**config.mk**
```make
export PLATFORM = sky130hd
export DESIGN_NAME = svc_rv_sram_arb
export DESIGN_NICKNAME = d
export VERILOG_FILES = /design/src/rtl/svc_rv_sram_arb_pkg.sv /design/src/rtl/svc_rv_sram_arb_rr2.sv /design/src/rtl/svc_rv_sram_arb.sv
export SDC_FILE = /design/constraint.sdc
export NUM_CORES = 1
export LEC_CHECK = 0
export ABC_AREA = 1
export CAP_MARGIN = 20
export CORE_UTILIZATION = 47
export CTS_BUF_LIST = sky130_fd_sc_hd__clkbuf_4
export DETAILED_ROUTE_END_ITERATION = 7
export PLACE_DENSITY = 0.88
export SLEW_MARGIN = 20
export SYNTH_ARGS = -nofsm -noshare
export SYNTH_HDL_FRONTEND = slang
export SYNTH_SLANG_ARGS = --single-unit
```
**constraint.sdc**
```tcl
create_clock -name clk -period 2.5 [get_ports clk]
set_input_delay 0.5 -clock clk [delete_from_list [all_inputs] [get_ports clk]]
set_output_delay 0.5 -clock clk [all_outputs]
set_load 0.05 [all_outputs]
```
**src/rtl/svc_rv_sram_arb_pkg.sv**
```systemverilog
// Shared types for the I/D single-port SRAM arbiter.
//   arb_port_t     : identifies the fetch (I) or data (D) requester
//   CONFLICT_CNT_W : width of the saturating conflict-cycle counter
package svc_rv_sram_arb_pkg;

  typedef enum logic {
    ARB_I = 1'b0,
    ARB_D = 1'b1
  } arb_port_t;

  localparam int unsigned CONFLICT_CNT_W = 32;

endpackage : svc_rv_sram_arb_pkg

```
**src/rtl/svc_rv_sram_arb_rr2.sv**
```systemverilog
// Two-way round-robin grant with a last-grant register.
//   clk, rst  : clock, synchronous active-high reset
//   req_i_i   : request from the I port
//   req_d_i   : request from the D port
//   gnt_i_o   : I granted this cycle (combinational)
//   gnt_d_o   : D granted this cycle (combinational)
// A grant is always a transfer, because it is only given to a valid requester.
// No grant is issued while rst is high.
module svc_rv_sram_arb_rr2
  import svc_rv_sram_arb_pkg::*;
(
  input  logic clk,
  input  logic rst,
  input  logic req_i_i,
  input  logic req_d_i,
  output logic gnt_i_o,
  output logic gnt_d_o
);

  arb_port_t last_q;

  always_comb begin
    gnt_i_o = 1'b0;
    gnt_d_o = 1'b0;
    if (!rst) begin
      if (req_i_i && req_d_i) begin
        // On conflict, the port that did not win last time is served.
        gnt_d_o = (last_q == ARB_I);
        gnt_i_o = (last_q == ARB_D);
      end else begin
        gnt_i_o = req_i_i;
        gnt_d_o = req_d_i;
      end
    end
  end

  always_ff @(posedge clk) begin
    if (rst) begin
      last_q <= ARB_I;
    end else if (gnt_i_o) begin
      last_q <= ARB_I;
    end else if (gnt_d_o) begin
      last_q <= ARB_D;
    end
  end

endmodule : svc_rv_sram_arb_rr2

```
**src/rtl/svc_rv_sram_arb.sv**
```systemverilog
// Shares one single-port synchronous SRAM between the instruction-fetch (I)
// and data (D) ports of the core. One access per cycle, round-robin on
// conflict, 1-cycle read responses routed back to their owner.
//   i_req_*      : fetch request (read only), ready = accepted this cycle
//   i_rd_*       : fetch response, data held until the next fetch response
//   d_req_*      : data request (read or byte-strobed write)
//   d_rd_*       : data read response, data held until the next one
//   sram_*       : SRAM port, driven combinationally from the granted request
//   conflict_cnt : saturating count of cycles with both requests valid
module svc_rv_sram_arb
  import svc_rv_sram_arb_pkg::*;
#(
  parameter int unsigned AW = 10,
  parameter int unsigned DW = 32
) (
  input  logic                      clk,
  input  logic                      rst,
  input  logic                      i_req_valid,
  output logic                      i_req_ready,
  input  logic [AW-1:0]             i_req_addr,
  output logic                      i_rd_valid,
  output logic [DW-1:0]             i_rd_data,
  input  logic                      d_req_valid,
  output logic                      d_req_ready,
  input  logic [AW-1:0]             d_req_addr,
  input  logic                      d_req_we,
  input  logic [DW-1:0]             d_req_wdata,
  input  logic [DW/8-1:0]           d_req_wstrb,
  output logic                      d_rd_valid,
  output logic [DW-1:0]             d_rd_data,
  output logic                      sram_en,
  output logic                      sram_we,
  output logic [AW-1:0]             sram_addr,
  output logic [DW-1:0]             sram_wdata,
  output logic [DW/8-1:0]           sram_wstrb,
  input  logic [DW-1:0]             sram_rdata,
  output logic [CONFLICT_CNT_W-1:0] conflict_cnt
);

  logic                      gnt_i;
  logic                      gnt_d;
  logic                      rd_xfer;
  logic                      rsp_pend_q, rsp_pend_d;
  arb_port_t                 rsp_own_q, rsp_own_d;
  logic [DW-1:0]             i_rd_data_q;
  logic [DW-1:0]             d_rd_data_q;
  logic [CONFLICT_CNT_W-1:0] cnt_q;

  svc_rv_sram_arb_rr2 u_rr2 (
    .clk     (clk),
    .rst     (rst),
    .req_i_i (i_req_valid),
    .req_d_i (d_req_valid),
    .gnt_i_o (gnt_i),
    .gnt_d_o (gnt_d)
  );

  always_comb begin
    i_req_ready = gnt_i;
    d_req_ready = gnt_d;
    sram_en     = gnt_i | gnt_d;
    sram_we     = gnt_d & d_req_we;
    sram_addr   = '0;
    sram_wdata  = '0;
    sram_wstrb  = '0;
    if (gnt_d) begin
      sram_addr  = d_req_addr;
      sram_wdata = d_req_wdata;
      if (d_req_we) begin
        sram_wstrb = d_req_wstrb;
      end
    end else if (gnt_i) begin
      sram_addr = i_req_addr;
    end
  end

  always_comb begin
    rd_xfer    = gnt_i | (gnt_d & ~d_req_we);
    rsp_pend_d = rd_xfer;
    rsp_own_d  = ARB_I;
    if (rd_xfer && gnt_d) begin
      rsp_own_d = ARB_D;
    end
  end

  always_ff @(posedge clk) begin
    if (rst) begin
      rsp_pend_q <= 1'b0;
      rsp_own_q  <= ARB_I;
    end else begin
      rsp_pend_q <= rsp_pend_d;
      rsp_own_q  <= rsp_own_d;
    end
  end

  // The SRAM word is only present in the response cycle, so rd_data shows it
  // directly while rd_valid is high and the register keeps it afterwards.
  // A response still pending when rst rises is suppressed.
  always_comb begin
    i_rd_valid = rsp_pend_q & (rsp_own_q == ARB_I) & ~rst;
    d_rd_valid = rsp_pend_q & (rsp_own_q == ARB_D) & ~rst;
    i_rd_data  = i_rd_valid ? sram_rdata : i_rd_data_q;
    d_rd_data  = d_rd_valid ? sram_rdata : d_rd_data_q;
  end

  always_ff @(posedge clk) begin
    if (rst) begin
      i_rd_data_q <= '0;
      d_rd_data_q <= '0;
    end else begin
      if (i_rd_valid) begin
        i_rd_data_q <= sram_rdata;
      end
      if (d_rd_valid) begin
        d_rd_data_q <= sram_rdata;
      end
    end
  end

  always_ff @(posedge clk) begin
    if (rst) begin
      cnt_q <= '0;
    end else if (i_req_valid && d_req_valid && (cnt_q != '1)) begin
      cnt_q <= cnt_q + CONFLICT_CNT_W'(1);
    end
  end

  assign conflict_cnt = cnt_q;

endmodule : svc_rv_sram_arb

```
==> impl_metrics.toml <==
[pwr]
leakagePower_nw = 4.44
power_frac_seq_pct = 42.7
vdd_drop_max_v = 0.000277
power_density_nw_per_um2 = 420
total_power_mw = 3.84
p_sw_share_pct = 35.3
clock_power_share_pct = 20.9
switchingPower_mw = 1.36
internal_power_mw = 2.48
p_comb_share_pct = 36.4

[synthesis]
yosys_warnings = 0
ys_top_cells_by_area = "dfxtp_1 36%, inv_1 12%, nor2_1 10%"
synth_area_sq_um = 5460
synth.avg_cell_area_sq_um = 6.52
async_flop_share_pct = 0
synth_edf_count = 0
synth_top_area_share_pct = 36.3
yosysTopAreaCell = "dfxtp_1"
synthCells = 837
mappedNetlistNets = 931
ys_seq_area_share_pct = 36.3
synth_cell_types = 30
synth-seq-cells = 99
ys.flop_type = "dfxtp_1"

[final_layout]
layout.nets = 1168
drive_gt1_share_pct = 26.0
finalNonFillerCells = 1220
area_delta_synth_final_pct = 67.7
design_area_sq_um = 9150

[clocking]
cts-root-buf = "clkbuf_4"
cts_tree = "done"
numCtsBuffers = 9
clk_latency_ns = 0.44
hold_buffers = 0
cts.sinks = 99
clock_path_buffers = 2
htreeDepth = 3
clk_pin_slew_ns = 0.16

[timing]
hold_violations = 0
finClkSkew_ns = 0.0260
setup_slack_ns = 0.0671
finalSetupViolations = 0
grt_setup_unrepaired = "true"
layout_min_cycle_time_ns = 2.43
timing.final.crit_share_pct = 97.3
worst_pin_slew_ns = 0.711
relSlewSlack_pct = 52.6
slew_violations = 0
timing.hold.ws_ns = 0.482
fmax_ghz = 0.411

[drt]
finalWirelength_um = 18600
vias = 6242
viasPerCell = 5.12
first_pass_iters = 5
wl_per_cell_um = 15.2
route.detailed.drc = 0
first_iter_violations = 426
drtAntennaViolNets = 0

[worst_setup_path]
crit_buf_inv = 5
critical_path.slowest_cell = "clkdlybuf4s50_1"
arrival_ns = 1.93
worst-path-max-fanout = 39
cp.required_ns = 2.00
cp-end-kind = "output port"
startpoint_type = "input port"
critical_path_class = "in -> out"
path_delay_family = "buffers and inverters"
crit_chain = "clkdlybuf4s50_1, inv_1, nor3_2, inv_1, buf_12, nor2_1, buf_12"
cpPeakStageDelay_ns = 0.50

[floorplan]
io_pins = 241
die_w_um = 110
core_sq_um = 11100
dieArea_sq_um = 12000
start_util_pct = 49.3
rows = 38
die_h_um = 110

[place]
post_dp_cell_area_sq_um = 8870
place_congestion = 1.02
place_inst = 1198
io_buffers = 240
dp.final_hpwl_um = 14500
post-place-ws_ns = -0.0270

[grt]
antenna_found_initial = 1
grt_max_degree = 66
grt_pass1_vias = 5876
grt_overflow = 0
grt_usage_pct = 29.8
grt_pass1_wl_um = 27500

[run]
cap_violations = 0

[worst_hold_path]
min_path_type = "in -> reg"

[outcome]
outcome = "complete, no violations"
[power by group through the flow]
stage	logic (mW)	registers (mW)	clock network, mW
after floorplan	0.655	1.69	0
after global placement	1.34	1.67	0
after detailed placement	1.36	1.68	0
after CTS	1.37	1.64	0.817
after global routing	1.46	1.65	0.893
final	1.40	1.64	0.802
[registers in the layout (all words and copies together), names as in the netlist]
| register | count |
|---|---|
| rsp_own_q | 1 |
| u_rr2.last_q | 1 |
| rsp_pend_q | 1 |
| d_rd_data_q | 32 |
| conflict_cnt | 32 |
| i_rd_data_q | 32 |
[timing repair]
item,4_1_cts,5_1_grt
pin swaps,0,1
gates resized for setup,4,22
endpoints found under the setup margin,4,106
buffers inserted,0,3
gates cloned,0,2
[metal layers]
layer  wire length [um]  track usage (%)  part of all wire, %  vias to the layer above
li1                   -                -                    -                     3028
met1               6350             29.5                   34                     2858
met2               9890             55.0                   53                      289
met3               1400             8.42                  7.5                       67
met4                948             17.8                  5.1                        0
met5                  0                0                    0                        -
[worst reg2reg max path, cell delays in order (launching register included)]
cell	delay, ns
dfxtp_1	0.43
ha_1	0.22
nand2_2	0.09
nor2_4	0.13
nand2_4	0.11
nor2_8	0.14
nand3_4	0.27
nand2_4	0.30
nand2_1	0.09
a21oi_1	0.16
[cells by family (layout without fill, tap and decap cells)]
family	after synthesis	in the layout	synth area share (%)
buffers and inverters	211	453	15.2
flip-flops	99	99	36.3
adder cells (fa/ha/maj)	1	1	0.229
other	0	1	0
AND/OR/NAND/NOR	384	384	32.5
AO/OA/AOI/OAI	134	134	14.4
XOR/XNOR	8	8	1.28
[final timing paths]
check / startpoint / end / slack [ns] / depth (start not counted)
setup reg to reg: conflict_cnt[0]$_SDFFE_PP0P_ / conflict_cnt[6]$_SDFFE_PP0P_ / 0.49 / 9
hold / removal: rst / conflict_cnt[11]$_SDFFE_PP0P_ / 0.48 / 3
setup / recovery: d_req_valid / sram_wstrb[3] / 0.07 / 7
hold reg to reg: conflict_cnt[0]$_SDFFE_PP0P_ / conflict_cnt[0]$_SDFFE_PP0P_ / 0.54 / 2
[layout by cell type (no fill, tap or decap), drive strengths merged, types with 2 or more instances in the layout]
| cell type | count |
|---|---|
| clkbuf | 11 |
| nor3 | 4 |
| clkinv | 4 |
| and2 | 2 |
| o21ai | 36 |
| nand4 | 7 |
| xnor2 | 2 |
| nor2 | 155 |
| a22o | 10 |
| xor2 | 6 |
| clkdlybuf4s50 | 123 |
| a21oi | 56 |
| or2 | 65 |
| dfxtp | 99 |
| buf | 139 |
| nand2 | 123 |
| inv | 176 |
| nand3 | 27 |
| a211oi | 32 |
[cell type report]
cell class,instances,area [sq um]
clock buffer,9,67.6
inverter,173,654
antenna,1,2.50
sequential,99,1980
clock inverter,7,58.8
tap,140,175
multi-input combinational,527,2790
timing repair buffer,264,3420
fill,698,1930
[metrics by stage]
stage	setup TNS [ns]	util [%]
floorplan	-1.67	-
global placement	0	80.1
detailed placement	-0.0283	80.1
CTS	0	81.4
global route	-0.00277	82.6
finish	0	82.6
[cell usage after synthesis, types with 2 or more instances]
library cell and number:
a211oi_1 32, nand2_4 2, and2_1 2, nor2_4 5, or2_2 65, buf_2 8, nor2_1 145, buf_6 3
inv_1 172, nor2_2 4, a21oi_1 56, clkbuf_1 25, nand2_2 6, xor2_1 6, nand4_1 7, xnor2_1 2
dfxtp_1 99, nand2_1 115, nor3_1 4, o21ai_0 35, nand3_1 26, a22o_1 10
(Power assumes the default switching activity.)
